[src/rtl/reg_file_mp_if.sv]
`timescale 1ns/1ps
// Write, read and clear-control bundle of the multi-port register file.
// Purely combinational wiring; read data is registered inside the file.
// No backpressure; busy tells the master that writes are being dropped.
interface reg_file_mp_if #(
    parameter int REG_ADDR_WIDTH = 5,
    parameter int REG_WIDTH      = 32,
    parameter int NUM_RD         = 2
);
    logic                             wr_en;
    logic [REG_ADDR_WIDTH-1:0]        addr_rd;
    logic [REG_WIDTH-1:0]             data_rd;
    logic [NUM_RD*REG_ADDR_WIDTH-1:0] addr_rs;
    logic [NUM_RD*REG_WIDTH-1:0]      data_rs;
    logic                             clr_req;
    logic                             busy;
    logic                             clr_done;

    modport master (
        output wr_en, addr_rd, data_rd, addr_rs, clr_req,
        input  data_rs, busy, clr_done
    );

    modport slave (
        input  wr_en, addr_rd, data_rd, addr_rs, clr_req,
        output data_rs, busy, clr_done
    );
endinterface

[src/rtl/reg_file_mp.sv]
`timescale 1ns/1ps
// Multi-read-port register file, x0 hard-wired to zero, with a run-time clear sequencer.
// Reads are registered (1 cycle); the clear takes NUM_REG-1 cycles plus a one-cycle done pulse.
// No backpressure: while busy, writes are dropped and every read port returns zero.
module reg_file_mp #(
    parameter int NUM_REG        = 32,
    parameter int REG_ADDR_WIDTH = 5,
    parameter int REG_WIDTH      = 32,
    parameter int NUM_RD         = 2,
    parameter bit BYPASS         = 1'b1
) (
    input  logic        clk,
    input  logic        reset_n,
    reg_file_mp_if.slave rf
);
    localparam int AW = REG_ADDR_WIDTH;
    localparam int W  = REG_WIDTH;
    localparam logic [AW-1:0] LAST_PTR = AW'(NUM_REG - 1);

    typedef enum logic [1:0] {
        IDLE  = 2'd0,
        CLEAR = 2'd1,
        DONE  = 2'd2
    } clr_state_t;

    clr_state_t          state_q;
    clr_state_t          state_nxt;
    logic [AW-1:0]       ptr_q;
    logic [W-1:0]        regs [NUM_REG];
    logic [NUM_RD*W-1:0] rs_q;
    logic [NUM_RD*W-1:0] rs_nxt;
    logic                busy;
    logic                clr_done;
    logic                wr_ok;

    // A write is honoured only outside the clear and never to x0.
    assign wr_ok = rf.wr_en && !busy && (rf.addr_rd != '0);

    // Clear FSM state register.
    always_ff @(posedge clk or negedge reset_n) begin
        if (!reset_n) begin
            state_q <= IDLE;
        end else begin
            state_q <= state_nxt;
        end
    end

    // Clear FSM next state: clr_req only matters in IDLE, so it is neither restarted nor queued.
    always_comb begin
        state_nxt = state_q;
        case (state_q)
            IDLE:    if (rf.clr_req) state_nxt = CLEAR;
            CLEAR:   if (ptr_q == LAST_PTR) state_nxt = DONE;
            DONE:    state_nxt = IDLE;
            default: state_nxt = IDLE;
        endcase
    end

    // Clear FSM outputs decoded from state, so reset drops busy without waiting for a clock.
    always_comb begin
        busy     = (state_q == CLEAR);
        clr_done = (state_q == DONE);
    end

    // Clear pointer starts at 1 (x0 is already zero) and stops at the last entry instead of wrapping.
    always_ff @(posedge clk or negedge reset_n) begin
        if (!reset_n) begin
            ptr_q <= '0;
        end else if (state_q == IDLE && rf.clr_req) begin
            ptr_q <= AW'(1);
        end else if (state_q == CLEAR && ptr_q != LAST_PTR) begin
            ptr_q <= ptr_q + AW'(1);
        end
    end

    // Storage array: clearing takes priority over (and suppresses) user writes; x0 is only ever reset.
    always_ff @(posedge clk or negedge reset_n) begin
        if (!reset_n) begin
            for (int i = 0; i < NUM_REG; i++) begin
                regs[i] <= '0;
            end
        end else if (busy) begin
            regs[ptr_q] <= '0;
        end else if (wr_ok) begin
            regs[rf.addr_rd] <= rf.data_rd;
        end
    end

    // Read-port selection: zero while busy or for x0, else optional forward of this cycle's write.
    always_comb begin
        rs_nxt = '0;
        for (int k = 0; k < NUM_RD; k++) begin
            if (!busy && rf.addr_rs[k*AW +: AW] != '0) begin
                if (BYPASS && wr_ok && rf.addr_rs[k*AW +: AW] == rf.addr_rd) begin
                    rs_nxt[k*W +: W] = rf.data_rd;
                end else begin
                    rs_nxt[k*W +: W] = regs[rf.addr_rs[k*AW +: AW]];
                end
            end
        end
    end

    // Read data register giving the one-cycle read latency.
    always_ff @(posedge clk or negedge reset_n) begin
        if (!reset_n) begin
            rs_q <= '0;
        end else begin
            rs_q <= rs_nxt;
        end
    end

    assign rf.data_rs  = rs_q;
    assign rf.busy     = busy;
    assign rf.clr_done = clr_done;
endmodule

[src/flat_wrapper.sv]
// flat-port wrapper written by rule: the top's interface ports become plain ports
module reg_file_mp_flat 
#(
    parameter int NUM_REG        = 32,
    parameter int REG_ADDR_WIDTH = 5,
    parameter int REG_WIDTH      = 32,
    parameter int NUM_RD         = 2,
    parameter bit BYPASS         = 1'b1
)
  (clk, reset_n, rf_wr_en, rf_addr_rd, rf_data_rd, rf_addr_rs, rf_clr_req, rf_data_rs, rf_busy, rf_clr_done);
  reg_file_mp_if #(.REG_ADDR_WIDTH(REG_ADDR_WIDTH), .REG_WIDTH(REG_WIDTH), .NUM_RD(NUM_RD)) rf_i ();
  input  logic clk;
  input  logic reset_n;
  input wire logic [$bits(rf_i.wr_en)-1:0] rf_wr_en;
  input wire logic [$bits(rf_i.addr_rd)-1:0] rf_addr_rd;
  input wire logic [$bits(rf_i.data_rd)-1:0] rf_data_rd;
  input wire logic [$bits(rf_i.addr_rs)-1:0] rf_addr_rs;
  input wire logic [$bits(rf_i.clr_req)-1:0] rf_clr_req;
  output wire logic [$bits(rf_i.data_rs)-1:0] rf_data_rs;
  output wire logic [$bits(rf_i.busy)-1:0] rf_busy;
  output wire logic [$bits(rf_i.clr_done)-1:0] rf_clr_done;
  assign rf_i.wr_en = rf_wr_en;
  assign rf_i.addr_rd = rf_addr_rd;
  assign rf_i.data_rd = rf_data_rd;
  assign rf_i.addr_rs = rf_addr_rs;
  assign rf_i.clr_req = rf_clr_req;
  assign rf_data_rs = rf_i.data_rs;
  assign rf_busy = rf_i.busy;
  assign rf_clr_done = rf_i.clr_done;
  reg_file_mp #(.NUM_REG(NUM_REG), .REG_ADDR_WIDTH(REG_ADDR_WIDTH), .REG_WIDTH(REG_WIDTH), .NUM_RD(NUM_RD), .BYPASS(BYPASS)) u_core (.clk(clk), .reset_n(reset_n), .rf(rf_i));
endmodule
[config.mk]
export PLATFORM = sky130hd
export DESIGN_NAME = reg_file_mp_flat
export DESIGN_NICKNAME = d
export VERILOG_FILES = /design/src/rtl/reg_file_mp_if.sv /design/src/rtl/reg_file_mp.sv /design/src/flat_wrapper.sv
export SDC_FILE = /design/constraint.sdc
export NUM_CORES = 2
export LEC_CHECK = 0
export CAP_MARGIN = 15
export CELL_PAD_IN_SITES_DETAIL_PLACEMENT = 2
export CELL_PAD_IN_SITES_GLOBAL_PLACEMENT = 2
export CORE_MARGIN = 1.5
export CORE_UTILIZATION = 45
export DETAILED_ROUTE_END_ITERATION = 16
export GPL_TIMING_DRIVEN = 0
export PLACE_DENSITY_LB_ADDON = 0.2
export SYNTH_ARGS = -nofsm -noshare
export SYNTH_HDL_FRONTEND = slang
export SYNTH_SLANG_ARGS = --single-unit
[constraint.sdc]
create_clock -name clk -period 2.2 [get_ports clk]
set_input_delay 0.44 -clock clk [delete_from_list [all_inputs] [get_ports clk]]
set_output_delay 0.44 -clock clk [all_outputs]
set_load 0.02 [all_outputs]
==> impl_metrics.py, run 1 <==
metrics = {
    "outcome": {
        "status": "stopped before the end",
        "stop_stage": "global routing",
        "error_line": "[ERROR GRT-0232] Routing congestion too high. Check the congestion heatmap in the GUI.",
    },
    "clock_network": {
        "cts.path.max_buffers": 3,
        "cts_buffers": 130,
        "clockRootBuffer": "clkbuf_16",
        "cts_num_sinks": 1095,
        "h-tree-depth": 4,
    },
    "floorplan": {
        "num_rows": 127,
        "die_h_um": 352,
        "ios": 117,
        "die_w_um": 352,
        "start_util": 0.456,
    },
    "synth": {
        "yosysSeqAreaShare": 0.499,
        "syn_nets": 4096,
        "ys_types": 44,
        "syn_area_um2": 54900,
        "postSynthCellCount": 4040,
        "synth_seq_cells": 1095,
        "syn_area_per_cell_um2": 13.6,
        "ys.warnings.count": 0,
    },
    "placement": {
        "hpwl_um": 185000,
        "place_congestion": 0.990,
        "portBuffers": 77,
        "placed_cells": 5754,
    },
    "timing": {
        "worst_endpoint_kind": "register input",
        "worstEndpointGrtRepair": "u_core.rf.data_rs[48]$_DFF_PN0_/D",
    },
    "global_route": {
        "grt_max_degree": 169,
        "grt_use_total": 0.770,
        "antenna_found_initial": 60,
        "overflow": 6,
    },
}
[logic make-up after synthesis]
logic type	count (synthesis)	share of synthesized area
compound gates	1585	0.238
xor+xnor	10	0.00160
fa+ha+maj	5	0.00114
buf+inv	548	0.0408
flops	1095	0.499
mux	641	0.204
simple gates	156	0.0147
[per-layer routing]
layer  overflow  track usage
met5          0        0.488
met4          3        0.768
met3          1        0.673
met2          2        0.899
met1          0        0.748
[synth_stat cells (all sizes together)]
| cell type | n | area, um2 |
|---|---|---|
| nand2 | 8 | 30.0 |
| ha | 5 | 62.6 |
| mux4 | 384 | 8650 |
| a221oi | 128 | 1120 |
| nand4b | 3 | 26.3 |
| and2 | 39 | 244 |
| inv | 5 | 18.8 |
| nand3b | 2 | 15.0 |
| a221o | 32 | 320 |
| clkbuf | 362 | 1360 |
| a21o | 1 | 7.51 |
| nor2b | 5 | 31.3 |
| buf | 181 | 863 |
| dfrtp | 1095 | 27400 |
| nor2 | 71 | 267 |
| nand2b | 1 | 6.26 |
| and3b | 2 | 17.5 |
| nand3 | 4 | 20.0 |
| or3 | 1 | 6.26 |
| o31ai | 2 | 28.8 |
| or3b | 2 | 17.5 |
| or2 | 1 | 6.26 |
| a22oi | 193 | 1450 |
| a2111oi | 1 | 27.5 |
| nor3b | 5 | 47.5 |
| nor3 | 7 | 40.0 |
| nand4 | 2 | 12.5 |
| mux2i | 256 | 2560 |
| nor4 | 1 | 6.26 |
| o311ai | 3 | 26.3 |
| mux2 | 1 | 11.3 |
| and3 | 2 | 12.5 |
| a211o | 32 | 280 |
| o21bai | 33 | 248 |
| a21oi | 129 | 646 |
| o21ai | 34 | 170 |
| xnor2 | 10 | 87.6 |
| a22o | 997 | 8730 |
[stage by stage]
stage | setup WS, ps | setup TNS, ps | instance area (um2) | hold WS (ps)
detailed placement | -2720 | -1788150 | 58200 | 478
global placement | -50260 | - | 57700 | 492
CTS | -143 | -177 | 65700 | -326
floorplan | 0.105 | 0 | 54900 | 144
[repair_timing]
| item | 4_1_cts |
|---|---|
| cloned | 1 |
| buffers inserted | 92 |
| endpoints found under the hold margin | 144 |
| pin swaps | 41 |
| endpoints found under the setup margin | 1252 |
| gates resized for setup | 727 |
==> run 2: changes to the inputs <==
Settings changed: CELL_PAD_IN_SITES_DETAIL_PLACEMENT 2 to not set, CELL_PAD_IN_SITES_GLOBAL_PLACEMENT 2 to not set, CORE_UTILIZATION 45 to 40, PLACE_DENSITY_LB_ADDON 0.2 to 0.15.
==> impl_metrics.py, run 2 <==
metrics = {
    "synth": {
        "synth-edff-count": 0,
        "synth_compound_area_frac": 0.238,
        "synth-simple-area-share": 0.0147,
        "synth_top_family_by_area": "compound AO/OA/AOI/OAI gates",
        "yosys.area_share.xor_xnor": 0.00160,
        "syn_area_per_cell_um2": 13.6,
        "ys.flop_type": "dfrtp_1",
        "synthTopCellsByArea": "dfrtp_1, a22o_1, mux4_2",
        "synth_top_area_frac": 0.499,
        "yosysMostFrequentCell": "dfrtp_1",
        "yosysSeqAreaShare": 0.499,
        "yosysTopAreaCell": "dfrtp_1",
        "yosys-top-cells-count": "dfrtp_1, a22o_1, mux4_2, clkbuf_1, mux2i_1",
        "syn_area_um2": 54900,
        "synth_seq_cells": 1095,
        "postSynthCellCount": 4040,
        "syn_nets": 4096,
        "ys_types": 44,
        "synthAdderAreaFrac": 0.00114,
        "ys.warnings.count": 0,
        "muxShareOfSynthArea": 0.204,
        "synth-async-reset-ratio": 1.00,
    },
    "routing": {
        "post_drt_wl_per_cell_um": 36.3,
        "drc": 0,
        "wirelength_um": 225000,
        "viasPerCell": 6.97,
        "ant_nets": 0,
        "drtIter0Drc": 5933,
        "num_vias": 43300,
        "drt_first_pass_iters": 6,
    },
    "global_route": {
        "first_global_vias": 43000,
        "grt_pass1_wl_um": 323000,
        "grt_max_degree": 173,
        "overflow": 0,
        "antenna_found_initial": 11,
        "grt_use_total": 0.320,
    },
    "flow_run": {
        "max-cap-violations": 0,
    },
    "clock_network": {
        "clk_latency_ps": 780,
        "cts_buffers": 132,
        "clk_pin_slew_worst_paths_ps": 60,
        "cts_num_sinks": 1095,
        "h-tree-depth": 4,
        "cts.path.max_buffers": 3,
        "cts_tree": "yes",
        "clockRootBuffer": "clkbuf_16",
    },
    "timing": {
        "rsz0062_at_grt": "true",
        "post-route-min-period_ps": 2340,
        "setup_viol": 42,
        "drv_slew": 0,
        "whs_ps": -431,
        "clock.fmax_mhz": 426,
        "hold_viol_final": 116,
        "slew_headroom": 0.296,
        "max_slew.worst_pin.slew_ps": 1060,
        "fin_skew_ps": 27.5,
        "fin_crit_sh": 1.07,
        "setup_ws_ps": -145,
    },
    "cells_and_area": {
        "largest_register_ff_count": 1024,
        "layout.area.seq_um2": 27400,
        "final_common_cell": "dfrtp_1",
        "finalNonFillerCells": 6210,
        "fillers": 11900,
        "regMostFlops": "u_core.regs",
        "final_net_count": 4390,
        "multi_input_area_um2": 26700,
        "layout_common_cells": "dfrtp_1, a22o_1, mux4_2",
        "area_growth_pct": 19.6,
        "drive_gt1_frac": 0.288,
    },
    "worst_setup_path": {
        "slowest_delay_ps": 610,
        "r2r_start": "u_core.state_q[0]$_DFFE_PN0P_",
        "cp_max_fo": 10,
        "slowest_stage": "clkdlybuf4s50_1",
        "r2r_slack_ps": -50,
        "path_class": "primary input to register",
        "cp-start-kind": "primary input",
        "critPathLaunch": "rf_addr_rs[7]",
        "crit_path_end_kind": "register",
        "crit_path_cell_trace": "clkdlybuf4s50_1, buf_4, nor2_4, buf_6, clkbuf_4, a221oi_1, nor2_1, o21ai_0, a221o_1",
        "crit_end": "u_core.rf.data_rs[63]$_DFF_PN0_",
        "cp_data_arrival_time_ps": 3020,
        "cp_data_required_time_ps": 2870,
        "worst_r2r_endpoint": "u_core.rf.data_rs[42]$_DFF_PN0_",
        "rr_worst_depth": 8,
    },
    "floorplan": {
        "num_rows": 135,
        "coreArea_um2": 136000,
        "die_area_um2": 139000,
        "ios": 117,
        "die_w_um": 373,
        "die_h_um": 373,
        "start_util": 0.404,
    },
    "placement": {
        "placed_cells": 5921,
        "portBuffers": 77,
        "hpwl_um": 166000,
        "place_congestion": 1.03,
    },
    "power": {
        "power_density_nw_per_um2": 914,
        "irDropWorstVdd_uv": 712,
        "p_leak_uw": 0.0292,
        "power.total_uw": 60000,
    },
    "outcome": {
        "status": "finished with violations",
        "violations": "negative hold slack, negative setup slack",
    },
    "hold_path": {
        "hp-class": "primary input to async pin",
    },
}
[run 2: cell counts after synthesis]
Identical to the previous run, type by type.
[run 2: report_power, final]
part	switching [uW]	internal (uW)	total, uW	leakage, uW
Sequential	2120	22800	24900	0.0152
Clock	9160	12900	22000	0.00209
Combinational	7440	5610	13100	0.0119
[run 2: per-stage QoR]
| step | cell area (um2) | hold slack, ps | TNS [ps] | worst slack, ps | util |
|---|---|---|---|---|---|
| after floorplan | 54900 | 144 | 0 | 0.105 | - |
| after global placement | 57900 | 493 | - | -50810 | 0.426 |
| after detailed placement | 58300 | 436 | -1408460 | -2210 | 0.429 |
| after CTS | 64800 | -399 | -36.2 | -27.8 | 0.477 |
| after global routing | 65600 | -375 | -341 | -74.0 | 0.483 |
| final | 65600 | -431 | -1290 | -145 | 0.483 |
[run 2: per-layer routing]
| metal | vias to the layer above | global-route usage | part of all wire |
|---|---|---|---|
| met5 | - | 0.00926 | 0.00093 |
| met4 | 8 | 0.129 | 0.044 |
| met3 | 530 | 0.0798 | 0.10 |
| met2 | 2560 | 0.489 | 0.45 |
| met1 | 23100 | 0.436 | 0.40 |
| li1 | 17100 | - | - |
[run 2: layout make-up]
| class | count | area share |
|---|---|---|
| clock inverters | 33 | 0.00568 |
| flip-flops and latches | 1095 | 0.417 |
| inverters | 5 | 0.000515 |
| multi-input cells | 2397 | 0.407 |
| plain buffers | 523 | 0.0444 |
| repair buffers | 180 | 0.0316 |
| well taps | 1781 | 0.0340 |
| clock buffers | 191 | 0.0595 |
| diodes | 5 | 0.000191 |
[run 2: worst min path at each step]
stage | startpoint | endpoint | slack (ps) | depth (start not counted)
final | reset_n | u_core.regs[869]$_DFFE_PN0P_ | -430 | 1
after detailed placement | reset_n | u_core.regs[837]$_DFFE_PN0P_ | 440 | 1
after global routing | reset_n | u_core.regs[869]$_DFFE_PN0P_ | -370 | 1
after global placement | u_core.regs[566]$_DFFE_PN0P_ | u_core.regs[566]$_DFFE_PN0P_ | 490 | 1
after floorplan | reset_n | u_core.ptr_q[0]$_DFFE_PN0P_ | 140 | 0
after CTS | reset_n | u_core.regs[869]$_DFFE_PN0P_ | -400 | 1
[run 2: repair_timing]
action,4_1_cts,5_1_grt
gates cloned,0,1
endpoints found under the setup margin,1105,752
hold endpoints to repair,116,116
buffers inserted,60,19
resized for setup,590,230
pin swaps,35,23
[run 2: cell families (layout without fill, tap and decap cells)]
group                    after synthesis  after routing
other                                  0              5
buffers and inverters                548            932
AO/OA/AOI/OAI                       1585           1585
flip-flops                          1095           1095
adder cells (fa/ha/maj)                5              5
multiplexers                         641            641
AND/OR/NAND/NOR                      156            156
XOR/XNOR                              10             10
[run 2: worst max-delay path: cells and delay by family]
family,cells,cell delay (ps)
and+or+nand+nor,2,170
AOI/OAI and AO/OA,3,1070
buffers and inverters,4,1320
Note: power is estimated with default switching activity, not from simulation.
